File: config.mk
export PLATFORM = sky130hd
export DESIGN_NAME = jump_event_queue
export DESIGN_NICKNAME = d
export VERILOG_FILES = /design/src/rtl/jump_event_queue.sv
export SDC_FILE = /design/constraint.sdc
export NUM_CORES = 1
export LEC_CHECK = 0
export BUFFER_PORTS_ARGS = -buffer_cell sky130_fd_sc_hd__buf_2
export CORE_MARGIN = 2
export CORE_UTILIZATION = 40
export CTS_CLUSTER_SIZE = 30
export DETAILED_ROUTE_END_ITERATION = 12
export GPL_TIMING_DRIVEN = 0
export MAX_ROUTING_LAYER = met4
export PLACE_DENSITY = 0.58
export SYNTH_ARGS = -nofsm -noshare
export SYNTH_HDL_FRONTEND = slang
export SYNTH_SLANG_ARGS = --single-unit
File: constraint.sdc
create_clock -name clk -period 3.25 [get_ports clk]
set_input_delay 0.325 -clock clk [delete_from_list [all_inputs] [get_ports clk]]
set_output_delay 0.325 -clock clk [all_outputs]
set_load 0.005 [all_outputs]
File: src/rtl/jump_event_queue.sv
// Jump key debouncer with frame-stamped press/release event FIFO.
// Ports: clk, reset (async low), jump_key, frame_tick, evt_pop,
//   overflow_clr -> evt_valid, evt_data, evt_count, key_interrupt, overflow.
module jump_event_queue #(
   parameter int DEBOUNCE_CYCLES = 500000,
   parameter int FIFO_DEPTH      = 4
) (
   input  logic        clk,
   input  logic        reset,
   input  logic        jump_key,
   input  logic        frame_tick,
   input  logic        evt_pop,
   input  logic        overflow_clr,
   output logic        evt_valid,
   output logic [16:0] evt_data,
   output logic [2:0]  evt_count,
   output logic        key_interrupt,
   output logic        overflow
);
   localparam int CW = $clog2(DEBOUNCE_CYCLES + 1);
   localparam int PW = $clog2(FIFO_DEPTH);

   typedef enum logic {IDLE, COUNT} state_t;

   state_t        state, state_n;
   logic          sync1, sync2;
   logic          stable, stable_n;
   logic [CW-1:0] cnt, cnt_n;
   logic          push;
   logic [15:0]   frame_cnt;

   logic [16:0]   mem [FIFO_DEPTH];
   logic [PW-1:0] wr_ptr, rd_ptr;
   logic          empty, full;
   logic          do_push, do_pop;

   always_ff @(posedge clk or negedge reset) begin
      if (!reset) begin
         sync1     <= 1'b0;
         sync2     <= 1'b0;
         stable    <= 1'b0;
         state     <= IDLE;
         cnt       <= '0;
         frame_cnt <= '0;
      end else begin
         sync1  <= jump_key;
         sync2  <= sync1;
         stable <= stable_n;
         state  <= state_n;
         cnt    <= cnt_n;
         if (frame_tick)
            frame_cnt <= frame_cnt + 16'd1;
      end
   end

   // A level change is accepted only after sync2 has disagreed with
   // stable for DEBOUNCE_CYCLES consecutive cycles.
   always_comb begin
      state_n  = state;
      cnt_n    = cnt;
      stable_n = stable;
      push     = 1'b0;
      unique case (state)
         IDLE: begin
            if (sync2 != stable) begin
               state_n = COUNT;
               cnt_n   = CW'(1);
            end
         end
         COUNT: begin
            if (sync2 == stable) begin
               state_n = IDLE;
               cnt_n   = '0;
            end else if (cnt == CW'(DEBOUNCE_CYCLES)) begin
               stable_n = ~stable;
               state_n  = IDLE;
               cnt_n    = '0;
               push     = 1'b1;
            end else begin
               cnt_n = cnt + CW'(1);
            end
         end
      endcase
   end

   assign empty   = (evt_count == 3'd0);
   assign full    = (evt_count == 3'(FIFO_DEPTH));
   assign do_pop  = evt_pop & ~empty;
   // A pop in the same cycle frees the slot, so a full FIFO still accepts.
   assign do_push = push & (~full | do_pop);

   always_ff @(posedge clk or negedge reset) begin
      if (!reset) begin
         for (int i = 0; i < FIFO_DEPTH; i++)
            mem[i] <= '0;
         wr_ptr    <= '0;
         rd_ptr    <= '0;
         evt_count <= '0;
         overflow  <= 1'b0;
      end else begin
         if (do_push) begin
            mem[wr_ptr] <= {stable_n, frame_cnt};
            wr_ptr      <= wr_ptr + PW'(1);
         end
         if (do_pop)
            rd_ptr <= rd_ptr + PW'(1);
         evt_count <= evt_count + {2'b00, do_push} - {2'b00, do_pop};
         if (push & full & ~do_pop)
            overflow <= 1'b1;
         else if (overflow_clr)
            overflow <= 1'b0;
      end
   end

   assign evt_valid     = ~empty;
   assign key_interrupt = ~empty;
   assign evt_data      = empty ? 17'd0 : mem[rd_ptr];

endmodule

==> flow_summary.rst, run 1 <==
.. list-table::
   :header-rows: 1

   * - Metric
     - Value
   * - Detailed-router iteration count before antenna repair
     - 4
   * - Multi-input logic area
     - 2400 sq um
   * - Routed wl met2
     - 5190 microns
   * - Longest individual stage delay on the worst path
     - 0.61 ns
   * - Critical Path Start Type
     - register
   * - Outcome
     - complete, no violations
   * - Combined area of all synthesized cells
     - 5440 sq um
   * - Crit path buffers/inverters
     - 3
   * - Kind of critical path
     - reg -> reg
   * - Crit Path Max Fanout
     - 9
   * - Tightest Pin Transition
     - 0.798 ns
   * - Total half-perimeter wirelength after legalization and detailed placement
     - 6910 microns
   * - Setup Viol. Count Final
     - 0
   * - All-layer global routing usage
     - 16.9%
   * - Horizontal extent of the die
     - 121 microns
   * - Num rows
     - 42
   * - Leakage
     - 3.12 nW
   * - Area enclosed by the die boundary
     - 14500 sq um
   * - Pin count of the biggest net entering global routing
     - 62
   * - Worst hold stages
     - 1
   * - Share of the clock period used by the worst path after layout
     - 93.9%
   * - Most common library cell in the layout ignoring fill and taps
     - sky130_fd_sc_hd__dfrtp_1
   * - Vias
     - 3473
   * - Port Buffer Count
     - 28
   * - Clock skew after layout
     - 0.00896 ns
   * - Fraction of the yosys area taken by sequential cells
     - 52.9%
   * - Final ANT Viol Nets
     - 0
   * - Crit path capture type
     - register
   * - Die boundary height
     - 121 microns
   * - Arrival @ worst endpoint
     - 3.35 ns
   * - Post-layout minimum cycle time
     - 3.05 ns
   * - Routed WL
     - 10600 microns
   * - Number of inserted diodes
     - 0
   * - Cells after Synth
     - 424
   * - Number of primary I/O pins
     - 29
   * - Max Root-Sink Buffers
     - 2
   * - Via density per instance
     - 5.25
   * - Setup repair after global routing missed its margin
     - no
   * - Overall power
     - 0.00397 W
   * - Share of synthesized flip-flops with an asynchronous set or reset
     - 100%
   * - Net count after synthesis
     - 440
   * - Sequential cell area in the final layout
     - 2880 sq um
   * - Post-synth cell types
     - 46
   * - Final global-route overflow total
     - 0
   * - 1st-iter DRT viols
     - 162
   * - Maximum vdd drop
     - 373 uV
   * - H-tree levels
     - 4
   * - Number of flops mapped to enable cells by yosys
     - 0
   * - Total power divided by cell area
     - 617 nW/um^2
   * - Length of routed met3 wiring
     - 337 microns
   * - Max cap viols
     - 0
   * - Initial standard-cell utilization of the core
     - 41.1%
   * - Synthesized flop and latch total
     - 115
   * - Number of antenna violations at the first check in global routing
     - 0
   * - R2R cell count
     - 12
   * - Global-route wire length before repair
     - 18300 microns
   * - Relative area change from synthesis to final layout
     - 18.3%
   * - Most frequent cells in the layout
     - 115 x sky130_fd_sc_hd__dfrtp_1, 55 x sky130_fd_sc_hd__mux2_2, 32 x sky130_fd_sc_hd__buf_2
   * - Slew margin rel.
     - 46.8%
   * - Post-layout net count
     - 489
   * - CTS buffer count
     - 17
   * - Type of the most critical hold path
     - in -> reg
   * - Endpoint, Worst Hold
     - sync1
   * - Top_reg_cell synth
     - sky130_fd_sc_hd__dfrtp_1
   * - Number of sinks handled by clock tree synthesis
     - 115
   * - Data required time of the worst path
     - 3.55 ns
   * - Yosys warning count
     - 0
   * - Met1 Wirelength
     - 4920 microns
   * - Number of hold violations in the final report
     - 0
   * - Detailed-route wire length per cell
     - 16.1 microns
   * - Ordered cell list for the critical path
     - buf_2 > or4b_1 > nor3_4 > nand2_1 > nor3_1 > inv_1 > ha_1 > inv_1 > ha_1 > fa_1 > xor2_1 > xnor2_1
   * - Post-synthesis area per instance
     - 12.8 sq um
   * - Worst R2R End
     - evt_count[2]
   * - Total setup buffers inserted after CTS
     - 0
   * - Core Footprint
     - 13200 sq um
   * - Latest clock arrival within the worst-skew pair
     - 0.41 ns
   * - Pins over their slew limit
     - 0
   * - Post-route setup TNS
     - 0 ns
   * - Clk root buf
     - sky130_fd_sc_hd__clkbuf_16
   * - Clock tree from TritonCTS
     - done
   * - Reg-to-Reg Start
     - cnt[6]
   * - Clock-pin slew on the worst setup and hold paths
     - 0.05 ns
   * - Achievable frequency
     - 328 MHz
   * - Layout cells sized above 1
     - 29.4%
   * - Remaining DRCs
     - 0
   * - Origin of the worst min-delay path
     - jump_key
   * - Filler cell count
     - 1199
   * - Worst R2R Setup Slack
     - 0.20 ns
   * - CP delay by family, top
     - simple AND/OR/NAND/NOR gates
   * - Highest Signal Layer
     - met4
   * - Vias in the first global route
     - 3519
   * - Critical path's slowest cell
     - sky130_fd_sc_hd__or4b_1
   * - Placer's final routability congestion estimate
     - 0.768
-- power breakdown --
part | switching, W | total, W | internal, W
sequential | 0.0000789 | 0.00160 | 0.00152
combinational | 0.000346 | 0.000584 | 0.000238
clock | 0.000602 | 0.00179 | 0.00119
total | 0.00103 | 0.00397 | 0.00295
-- how the worst max path moves through the flow --
stage / startpoint / endpoint / slack, ns / depth (start not counted)
after global routing: rd_ptr[0] / evt_data[15] / 0.01 / 5
final: cnt[6] / evt_count[2] / 0.20 / 12
after floorplan: cnt[6] / evt_count[2] / 0.34 / 12
after detailed placement: cnt[6] / evt_count[2] / 0.02 / 12
after global placement: cnt[6] / evt_count[2] / 0.08 / 12
after CTS: rd_ptr[0] / evt_data[15] / 0.12 / 5
-- timing repair --
action                     CTS  global route
hold buffers                 1             0
setup endpoints to repair    1             1
hold endpoints to repair    54             0
gates resized for setup      1             1
-- state kept, by name, summed over array words and instances (netlist names), 2 cells and up --
name / count
frame_cnt: 16
rd_ptr: 2
mem: 68
wr_ptr: 2
cnt: 19
evt_count: 3
-- cell usage after synthesis (11+ instances only) --
master / number / area, sq um
sky130_fd_sc_hd__dfrtp_1: 115 / 2880
sky130_fd_sc_hd__nand3_1: 17 / 85.1
sky130_fd_sc_hd__mux2_1: 15 / 169
sky130_fd_sc_hd__a31oi_1: 12 / 75.1
sky130_fd_sc_hd__mux4_2: 17 / 383
sky130_fd_sc_hd__mux2_2: 55 / 619
sky130_fd_sc_hd__clkbuf_1: 12 / 45.0
sky130_fd_sc_hd__xnor2_1: 13 / 114
sky130_fd_sc_hd__nand2_1: 26 / 97.6
sky130_fd_sc_hd__nor2_1: 11 / 41.3
sky130_fd_sc_hd__inv_1: 16 / 60.1
sky130_fd_sc_hd__and2_1: 20 / 125
-- kinds of logic after synthesis --
family          synth area share (%)
mux                             21.5
flops                           52.9
fa+ha+maj                       2.44
compound gates                  5.50
buf+inv                         3.15
simple gates                    10.9
xor+xnor                        3.54
-- worst reg2reg max path, stage by stage (launching register included) --
cell,delay [ns]
sky130_fd_sc_hd__dfrtp_1,0.35
sky130_fd_sc_hd__buf_2,0.16
sky130_fd_sc_hd__or4b_1,0.61
sky130_fd_sc_hd__nor3_4,0.27
sky130_fd_sc_hd__nand2_1,0.11
sky130_fd_sc_hd__nor3_1,0.21
sky130_fd_sc_hd__inv_1,0.07
sky130_fd_sc_hd__ha_1,0.27
sky130_fd_sc_hd__inv_1,0.04
sky130_fd_sc_hd__ha_1,0.18
sky130_fd_sc_hd__fa_1,0.38
sky130_fd_sc_hd__xor2_1,0.16
sky130_fd_sc_hd__xnor2_1,0.13
-- metal layers --
layer  track usage, %  vias up
met5                -        -
met4             7.70        0
met3             4.48       13
met2             25.2       51
met1             21.7     1772
li1                 -     1637
-- stage by stage --
stage / hold slack, ns / worst slack, ns / util [%] / area, sq um / std cells
4_1_cts: 0.00419 / 0.123 / 48.5 / 6430 / 662
3_3_place_gp: 0.356 / 0.0769 / 43.8 / 5800 / 628
3_5_place_dp: 0.327 / 0.0203 / 44.0 / 5830 / 629
5_1_grt: 0.00440 / 0.0107 / 48.6 / 6430 / 662
2_1_floorplan: 0.0294 / 0.338 / - / 5440 / 424
6_report: 0.0228 / 0.198 / 48.6 / 6430 / 662
-- area by class of cell --
cell class	count	share of cell area, %
Clock inverter	3	0.622
Inverter	16	0.933
Clock buffer	29	8.40
Multi-Input combinational cell	271	37.3
Sequential cell	115	44.7
Timing Repair Buffer	30	2.86
Buffer	22	1.73
Tap cell	176	3.42
Note: power is estimated with default switching activity, not from simulation.
==> inputs of run 2 (changes only) <==
- PLACE_DENSITY: 0.58 -> unset
- PLACE_DENSITY_LB_ADDON: unset -> 0.05
==> run 2 against run 1 <==
Against the previous run: maximum frequency is 2.1% lower; setup slack got worse by 0.066 ns; clock power rose by 11%; first-iteration DRC count up 30%; via count rose by 0.32%; register-to-register slack worse by 0.07 ns; final cell count is 0.45% higher; highest routed layer unchanged.
==> flow_summary.rst, run 2 (synthesis results as in run 1) <==
.. list-table::
   :header-rows: 1

   * - Metric
     - Value
   * - Outcome
     - complete, no violations (unchanged)
   * - Comb power frac
     - 14.2% (was 14.7%)
   * - R2R cell count
     - 11 (was 12)
   * - Max cap viols
     - 0 (unchanged)
   * - Sequential cell area in the final layout
     - 2880 sq um (unchanged)
   * - Most frequent cells in the layout
     - 115 x sky130_fd_sc_hd__dfrtp_1, 55 x sky130_fd_sc_hd__mux2_2, 32 x sky130_fd_sc_hd__buf_2 (unchanged)
   * - Worst R2R Setup Slack
     - 0.13 ns (was 0.20 ns)
   * - Registers with the most flip-flops
     - mem: 68 flops, cnt: 19 flops, frame_cnt: 16 flops (unchanged)
   * - Number of flip-flops under the largest register name
     - 68 (unchanged)
   * - Via density per instance
     - 5.24 (was 5.25)
   * - Total half-perimeter wirelength after legalization and detailed placement
     - 7090 microns (was 6910 microns)
   * - Origin of the worst min-delay path
     - overflow_clr (was jump_key)
   * - 1st-iter DRT viols
     - 210 (was 162)
   * - Vias in the first global route
     - 3478 (was 3519)
   * - Crit path capture type
     - register (unchanged)
   * - Layout cells sized above 1
     - 30.5% (was 29.4%)
   * - Detailed-route wire length per cell
     - 16.5 microns (was 16.1 microns)
   * - Number of antenna violations at the first check in global routing
     - 0 (unchanged)
   * - Number of sinks handled by clock tree synthesis
     - 115 (unchanged)
   * - Data required time of the worst path
     - 3.54 ns (was 3.55 ns)
   * - Placer's final routability congestion estimate
     - 0.727 (was 0.768)
   * - Global-route wire length before repair
     - 18600 microns (was 18300 microns)
   * - Worst hold slack
     - 0.0999 ns (was 0.0228 ns)
   * - Final ANT Viol Nets
     - 0 (unchanged)
   * - Worst setup slack after placement
     - 0.00510 ns (was 0.0203 ns)
   * - Worst setup slack after layout
     - 0.132 ns (was 0.198 ns)
   * - Post-layout net count
     - 492 (was 489)
   * - Maximum vdd drop
     - 378 uV (was 373 uV)
   * - Relative area change from synthesis to final layout
     - 19.9% (was 18.3%)
   * - Share of the clock period used by the worst path after layout
     - 95.9% (was 93.9%)
   * - Number of primary I/O pins
     - 29 (unchanged)
   * - Setup Viol. Count Final
     - 0 (unchanged)
   * - Total power divided by cell area
     - 642 nW/um^2 (was 617 nW/um^2)
   * - CTS buffer count
     - 17 (unchanged)
   * - Int Pwr
     - 0.00311 W (was 0.00295 W)
   * - Switching portion of total power
     - 25.6% (was 25.9%)
   * - Num rows
     - 42 (unchanged)
   * - Area enclosed by the die boundary
     - 14500 sq um (unchanged)
   * - Critical Path Start Type
     - register (unchanged)
   * - All-layer global routing usage
     - 17.6% (was 16.9%)
   * - Initial standard-cell utilization of the core
     - 41.1% (unchanged)
   * - Clk root buf
     - sky130_fd_sc_hd__clkbuf_16 (unchanged)
   * - Pin count of the biggest net entering global routing
     - 86 (was 62)
   * - Clock tree from TritonCTS
     - done (unchanged)
   * - Max Root-Sink Buffers
     - 2 (unchanged)
   * - Number of hold violations in the final report
     - 0 (unchanged)
   * - Reg-to-Reg Start
     - cnt[14] (was cnt[6])
   * - Clock skew after layout
     - 0.00900 ns (was 0.00896 ns)
   * - Multi-input logic area
     - 2400 sq um (unchanged)
   * - Latest clock arrival within the worst-skew pair
     - 0.42 ns (was 0.41 ns)
   * - Post-layout minimum cycle time
     - 3.12 ns (was 3.05 ns)
   * - Filler cell count
     - 1236 (was 1199)
   * - Pins over their slew limit
     - 0 (unchanged)
   * - Worst R2R End
     - evt_count[2] (unchanged)
   * - Detailed-router iteration count before antenna repair
     - 4 (unchanged)
   * - Type of the most critical hold path
     - in -> reg (unchanged)
   * - Sequential share of power
     - 38.3% (was 40.2%)
   * - Final global-route overflow total
     - 0 (unchanged)
   * - Core Footprint
     - 13200 sq um (unchanged)
   * - Endpoint, Worst Hold
     - overflow (was sync1)
   * - Worst hold stages
     - 2 (was 1)
   * - Vias
     - 3484 (was 3473)
   * - Horizontal extent of the die
     - 121 microns (unchanged)
   * - Leakage
     - 3.16 nW (was 3.12 nW)
   * - Register with the highest flop count
     - mem (unchanged)
   * - Part of the total power dissipated in the clock network
     - 47.6% (was 45.1%)
   * - Clock-pin slew on the worst setup and hold paths
     - 0.05 ns (about the same)
   * - Die boundary height
     - 121 microns (unchanged)
   * - Remaining DRCs
     - 0 (unchanged)
   * - Most common library cell in the layout ignoring fill and taps
     - sky130_fd_sc_hd__dfrtp_1 (unchanged)
   * - Tightest Pin Transition
     - 0.741 ns (was 0.798 ns)
   * - Routed WL
     - 11000 microns (was 10600 microns)
   * - Achievable frequency
     - 321 MHz (was 328 MHz)
   * - H-tree levels
     - 4 (unchanged)
   * - Net switching power
     - 0.00107 W (was 0.00103 W)
   * - Crit Path Max Fanout
     - 6 (was 9)
   * - Post-route design area
     - 6520 sq um (was 6430 sq um)
   * - Kind of critical path
     - reg -> reg (unchanged)
   * - Cell area reported after detailed placement
     - 5830 sq um (unchanged)
   * - Arrival @ worst endpoint
     - 3.41 ns (was 3.35 ns)
   * - Slew margin rel.
     - 50.6% (was 46.8%)
   * - Number of inserted diodes
     - 0 (unchanged)
   * - Port Buffer Count
     - 28 (unchanged)
   * - Overall power
     - 0.00418 W (was 0.00397 W)
## run 2: changes by cell type in the layout (fill, tap and decap cells not counted)
cell	before	now
sky130_fd_sc_hd__clkbuf_1	17	13
sky130_fd_sc_hd__buf_1	1	0
sky130_fd_sc_hd__clkinvlp_4	0	1
sky130_fd_sc_hd__buf_4	3	5
sky130_fd_sc_hd__clkdlybuf4s15_1	0	1
sky130_fd_sc_hd__clkbuf_8	7	4
sky130_fd_sc_hd__clkinv_2	2	5
sky130_fd_sc_hd__bufinv_16	1	4
sky130_fd_sc_hd__dlygate4sd3_1	1	2
## run 2: power by group through the flow
| stage | combinational, W | clock [W] | sequential (W) |
|---|---|---|---|
| floorplan | 0.000402 | 0 | 0.00160 |
| global placement | 0.000592 | 0 | 0.00162 |
| detailed placement | 0.000613 | 0 | 0.00163 |
| CTS | 0.000615 | 0.00204 | 0.00160 |
| global route | 0.000675 | 0.00211 | 0.00161 |
| finish | 0.000593 | 0.00199 | 0.00160 |
## run 2: timing repair
item	4_1_cts	5_1_grt
resized for setup	1	2
setup endpoints to repair	1	2
setup buffers	0	2
hold endpoints to repair	31	0
pin swaps	0	1
hold buffers	2	0
## run 2: area by class of cell
cell class	instances	share of cell area [%]
inverter	16	0.921
buffer	22	1.80
multi-input combinational	271	36.8
clock buffer	22	7.42
sequential	115	44.1
tap	176	3.38
clock inverter	10	2.34
timing repair buffer	33	3.20
## run 2: worst max-delay path by stage
stage / end / startpoint / depth (start not counted)
floorplan: evt_count[2] / cnt[6] / 12
global placement: evt_count[2] / cnt[6] / 12
detailed placement: evt_count[2] / cnt[6] / 12
CTS: evt_data[8] / rd_ptr[0] / 5
global route: evt_count[2] / cnt[14] / 11
finish: evt_count[2] / cnt[14] / 11
## run 2: through the flow
stage / TNS (ns) / cells / util (%)
after floorplan: 0 / 424 / -
after global placement: 0 / 628 / 43.8
after detailed placement: 0 / 629 / 44.0
after CTS: 0 / 663 / 49.0
after global routing: -0.00714 / 665 / 49.3
final: 0 / 665 / 49.3
## run 2: critical path: stages (launching register included)
cell	delay, ns
sky130_fd_sc_hd__dfrtp_1	0.46
sky130_fd_sc_hd__or4_1	0.60
sky130_fd_sc_hd__nor4_4	0.37
sky130_fd_sc_hd__nand2_1	0.13
sky130_fd_sc_hd__nor3_1	0.21
sky130_fd_sc_hd__inv_1	0.06
sky130_fd_sc_hd__ha_1	0.27
sky130_fd_sc_hd__inv_1	0.04
sky130_fd_sc_hd__ha_1	0.18
sky130_fd_sc_hd__fa_1	0.37
sky130_fd_sc_hd__xor2_1	0.16
sky130_fd_sc_hd__xnor2_1	0.13
## run 2: layer usage
layer | routed length [microns] | vias up | part of all wire, % | GRT usage (%)
met5 | 0 | - | 0 | -
met4 | 179 | 0 | 1.6 | 7.19
met3 | 328 | 18 | 3.0 | 4.53
met2 | 5160 | 41 | 47 | 26.1
met1 | 5340 | 1787 | 49 | 23.0
li1 | - | 1638 | - | -
==> inputs of run 3 (changes only) <==
- BUFFER_PORTS_ARGS: -buffer_cell sky130_fd_sc_hd__buf_2 -> unset
- DONT_BUFFER_PORTS: unset -> 1
- SKIP_LAST_GASP: unset -> 1
==> run 3 against run 2 <==
Against the previous run: global-route usage down 0.082 points; clock skew down 0.0023 ns; maximum frequency up 1.6%; sequential power about the same; sequential share of layout area up 0.92 points; critical path depth unchanged; critical path type unchanged.
==> flow_summary.rst, run 3 (synthesis results as in run 1) <==
.. list-table::
   :header-rows: 1

   * - Metric
     - Value
   * - Final ANT Viol Nets
     - 0 (unchanged)
   * - Placer's final routability congestion estimate
     - 0.731 (was 0.727)
   * - Relative area change from synthesis to final layout
     - 17.5% (was 19.9%)
   * - Detailed-route wire length per cell
     - 17.6 microns (was 16.5 microns)
   * - Number of hold violations in the final report
     - 0 (unchanged)
   * - Port Buffer Count
     - 0 (was 28)
   * - Reg-to-Reg Start
     - cnt[14] (unchanged)
   * - Latest clock arrival within the worst-skew pair
     - 0.42 ns (about the same)
   * - Cell area reported after detailed placement
     - 5660 sq um (was 5830 sq um)
   * - Outcome
     - complete, no violations (unchanged)
   * - Leakage
     - 3.02 nW (was 3.16 nW)
   * - Number of sinks handled by clock tree synthesis
     - 115 (unchanged)
   * - Horizontal extent of the die
     - 121 microns (unchanged)
   * - Routed WL
     - 11200 microns (was 11000 microns)
   * - Area enclosed by the die boundary
     - 14500 sq um (unchanged)
   * - Clock tree from TritonCTS
     - done (unchanged)
   * - Post-layout minimum cycle time
     - 3.07 ns (was 3.12 ns)
   * - Final global-route overflow total
     - 0 (unchanged)
   * - Part of the total power dissipated in the clock network
     - 48.7% (was 47.6%)
   * - 1st-iter DRT viols
     - 238 (was 210)
   * - Int Pwr
     - 0.00315 W (was 0.00311 W)
   * - Length of routed met3 wiring
     - 482 microns (was 328 microns)
   * - Post-route core utilization
     - 48.3% (was 49.3%)
   * - Crit path capture type
     - register (unchanged)
   * - Slew margin rel.
     - 40.1% (was 50.6%)
   * - Remaining DRCs
     - 0 (unchanged)
   * - Achievable frequency
     - 326 MHz (was 321 MHz)
   * - Net switching power
     - 0.00107 W (about the same)
   * - Global-route wire length before repair
     - 18700 microns (was 18600 microns)
   * - Worst R2R End
     - evt_count[2] (unchanged)
   * - Data required time of the worst path
     - 3.55 ns (was 3.54 ns)
   * - Number of primary I/O pins
     - 29 (unchanged)
   * - Setup repair after global routing missed its margin
     - no
   * - Pins over their slew limit
     - 0 (unchanged)
   * - Pin count of the biggest net entering global routing
     - 116 (was 86)
   * - Worst R2R Setup Slack
     - 0.18 ns (was 0.13 ns)
   * - CTS buffer count
     - 17 (unchanged)
   * - Max Root-Sink Buffers
     - 2 (unchanged)
   * - Initial standard-cell utilization of the core
     - 41.1% (unchanged)
   * - Most common library cell in the layout ignoring fill and taps
     - sky130_fd_sc_hd__dfrtp_1 (unchanged)
   * - R2R cell count
     - 11 (unchanged)
   * - Type of the most critical hold path
     - in -> reg (unchanged)
   * - Critical Path Start Type
     - register (unchanged)
   * - Register with the highest flop count
     - mem (unchanged)
   * - Met1 Wirelength
     - 5160 microns (was 5340 microns)
   * - Origin of the worst min-delay path
     - frame_tick (was overflow_clr)
   * - Clock skew after layout
     - 0.00665 ns (was 0.00900 ns)
   * - Tightest Pin Transition
     - 0.899 ns (was 0.741 ns)
   * - Clock-pin slew on the worst setup and hold paths
     - 0.05 ns (about the same)
   * - Arrival @ worst endpoint
     - 3.37 ns (was 3.41 ns)
   * - Post-layout net count
     - 464 (was 492)
   * - Number of flip-flops under the largest register name
     - 68 (unchanged)
   * - Share of the clock period used by the worst path after layout
     - 94.4% (was 95.9%)
   * - Comb power frac
     - 13.3% (was 14.2%)
   * - All-layer global routing usage
     - 17.5% (was 17.6%)
   * - Number of inserted diodes
     - 0 (unchanged)
   * - Switching portion of total power
     - 25.4% (was 25.6%)
   * - Num rows
     - 42 (unchanged)
   * - Maximum vdd drop
     - 388 uV (was 378 uV)
   * - Total half-perimeter wirelength after legalization and detailed placement
     - 7000 microns (was 7090 microns)
   * - Vias in the first global route
     - 3524 (was 3478)
   * - Detailed-router iteration count before antenna repair
     - 5 (was 4)
   * - Vias
     - 3427 (was 3484)
   * - Overall power
     - 0.00422 W (was 0.00418 W)
   * - Crit Path Max Fanout
     - 6 (unchanged)
   * - Sequential share of power
     - 38.0% (was 38.3%)
   * - Layout cells sized above 1
     - 25.6% (was 30.5%)
   * - Kind of critical path
     - reg -> reg (unchanged)
   * - Core Footprint
     - 13200 sq um (unchanged)
   * - H-tree levels
     - 4 (unchanged)
   * - Highest Signal Layer
     - met4 (unchanged)
   * - Clk root buf
     - sky130_fd_sc_hd__clkbuf_16 (unchanged)
   * - Most frequent cells in the layout
     - 115 x sky130_fd_sc_hd__dfrtp_1, 55 x sky130_fd_sc_hd__mux2_2, 26 x sky130_fd_sc_hd__nand2_1 (was 115 x sky130_fd_sc_hd__dfrtp_1, 55 x sky130_fd_sc_hd__mux2_2, 32 x sky130_fd_sc_hd__buf_2)
   * - Number of antenna violations at the first check in global routing
     - 0 (unchanged)
   * - Post-route design area
     - 6390 sq um (was 6520 sq um)
   * - Routed wl met2
     - 5400 microns (was 5160 microns)
   * - Endpoint, Worst Hold
     - frame_cnt[1] (was overflow)
   * - Via density per instance
     - 5.38 (was 5.24)
   * - Worst hold stages
     - 1 (was 2)
   * - Total power divided by cell area
     - 660 nW/um^2 (was 642 nW/um^2)
   * - Die boundary height
     - 121 microns (unchanged)
   * - Post-route setup TNS
     - 0 ns (unchanged)
   * - Setup Viol. Count Final
     - 0 (unchanged)
   * - Registers with the most flip-flops
     - mem: 68 flops, cnt: 19 flops, frame_cnt: 16 flops (unchanged)
   * - Max cap viols
     - 0 (unchanged)
   * - Worst Setup SP
     - cnt[14] (unchanged)
[run 3: how the worst max path moves through the flow]
stage	depth (start not counted)	end	slack (ns)
floorplan	12	evt_count[2]	0.34
global placement	12	evt_count[2]	0.03
detailed placement	12	evt_count[2]	0.05
CTS	12	evt_count[2]	0.04
global route	11	evt_count[2]	0.005
finish	11	evt_count[2]	0.18
[run 3: worst max-delay path, cell delays in order (launching register included)]
cell,delay [ns]
sky130_fd_sc_hd__dfrtp_1,0.45
sky130_fd_sc_hd__or4_1,0.60
sky130_fd_sc_hd__nor4_4,0.35
sky130_fd_sc_hd__nand2_1,0.14
sky130_fd_sc_hd__nor3_1,0.19
sky130_fd_sc_hd__inv_1,0.06
sky130_fd_sc_hd__ha_1,0.27
sky130_fd_sc_hd__inv_1,0.04
sky130_fd_sc_hd__ha_1,0.18
sky130_fd_sc_hd__fa_1,0.37
sky130_fd_sc_hd__xor2_1,0.16
sky130_fd_sc_hd__xnor2_1,0.13
[run 3: cell type report]
type | count | area (sq um)
fillers | 1206 | 6850
flip-flops and latches | 115 | 2880
multi-input cells | 271 | 2400
clock buffers | 22 | 474
well taps | 176 | 220
clock inverters | 10 | 178
plain buffers | 22 | 111
repair buffers | 5 | 67.6
inverters | 16 | 60.1
[run 3: power by group through the flow]
stage          clock network [W]  registers [W]  logic, W
6_report                 0.00205        0.00160  0.000562
5_1_grt                  0.00217        0.00162  0.000634
4_1_cts                  0.00210        0.00161  0.000586
3_5_place_dp                   0        0.00163  0.000546
3_3_place_gp                   0        0.00163  0.000531
2_1_floorplan                  0        0.00160  0.000402
[run 3: metrics by stage]
step | instances | hold WS, ns | setup WS [ns]
6_report | 637 | 0.0714 | 0.181
3_5_place_dp | 600 | 0.0325 | 0.0517
2_1_floorplan | 424 | 0.0294 | 0.338
5_1_grt | 637 | 0.0531 | 0.00522
3_3_place_gp | 600 | 0.0322 | 0.0298
4_1_cts | 636 | 0.00988 | 0.0416
[run 3: routing by layer]
| layer | vias to the layer above | track usage (%) |
|---|---|---|
| met5 | - | - |
| met2 | 56 | 26.1 |
| met4 | 0 | 6.03 |
| met3 | 14 | 5.90 |
| li1 | 1589 | - |
| met1 | 1768 | 22.4 |
[run 3: timing repair]
action                                  in CTS  in global routing
endpoints found under the setup margin       0                  1
hold endpoints to repair                   117                  1
gates resized for setup                      0                  2
setup buffers                                0                  0
hold buffers                                 4                  1
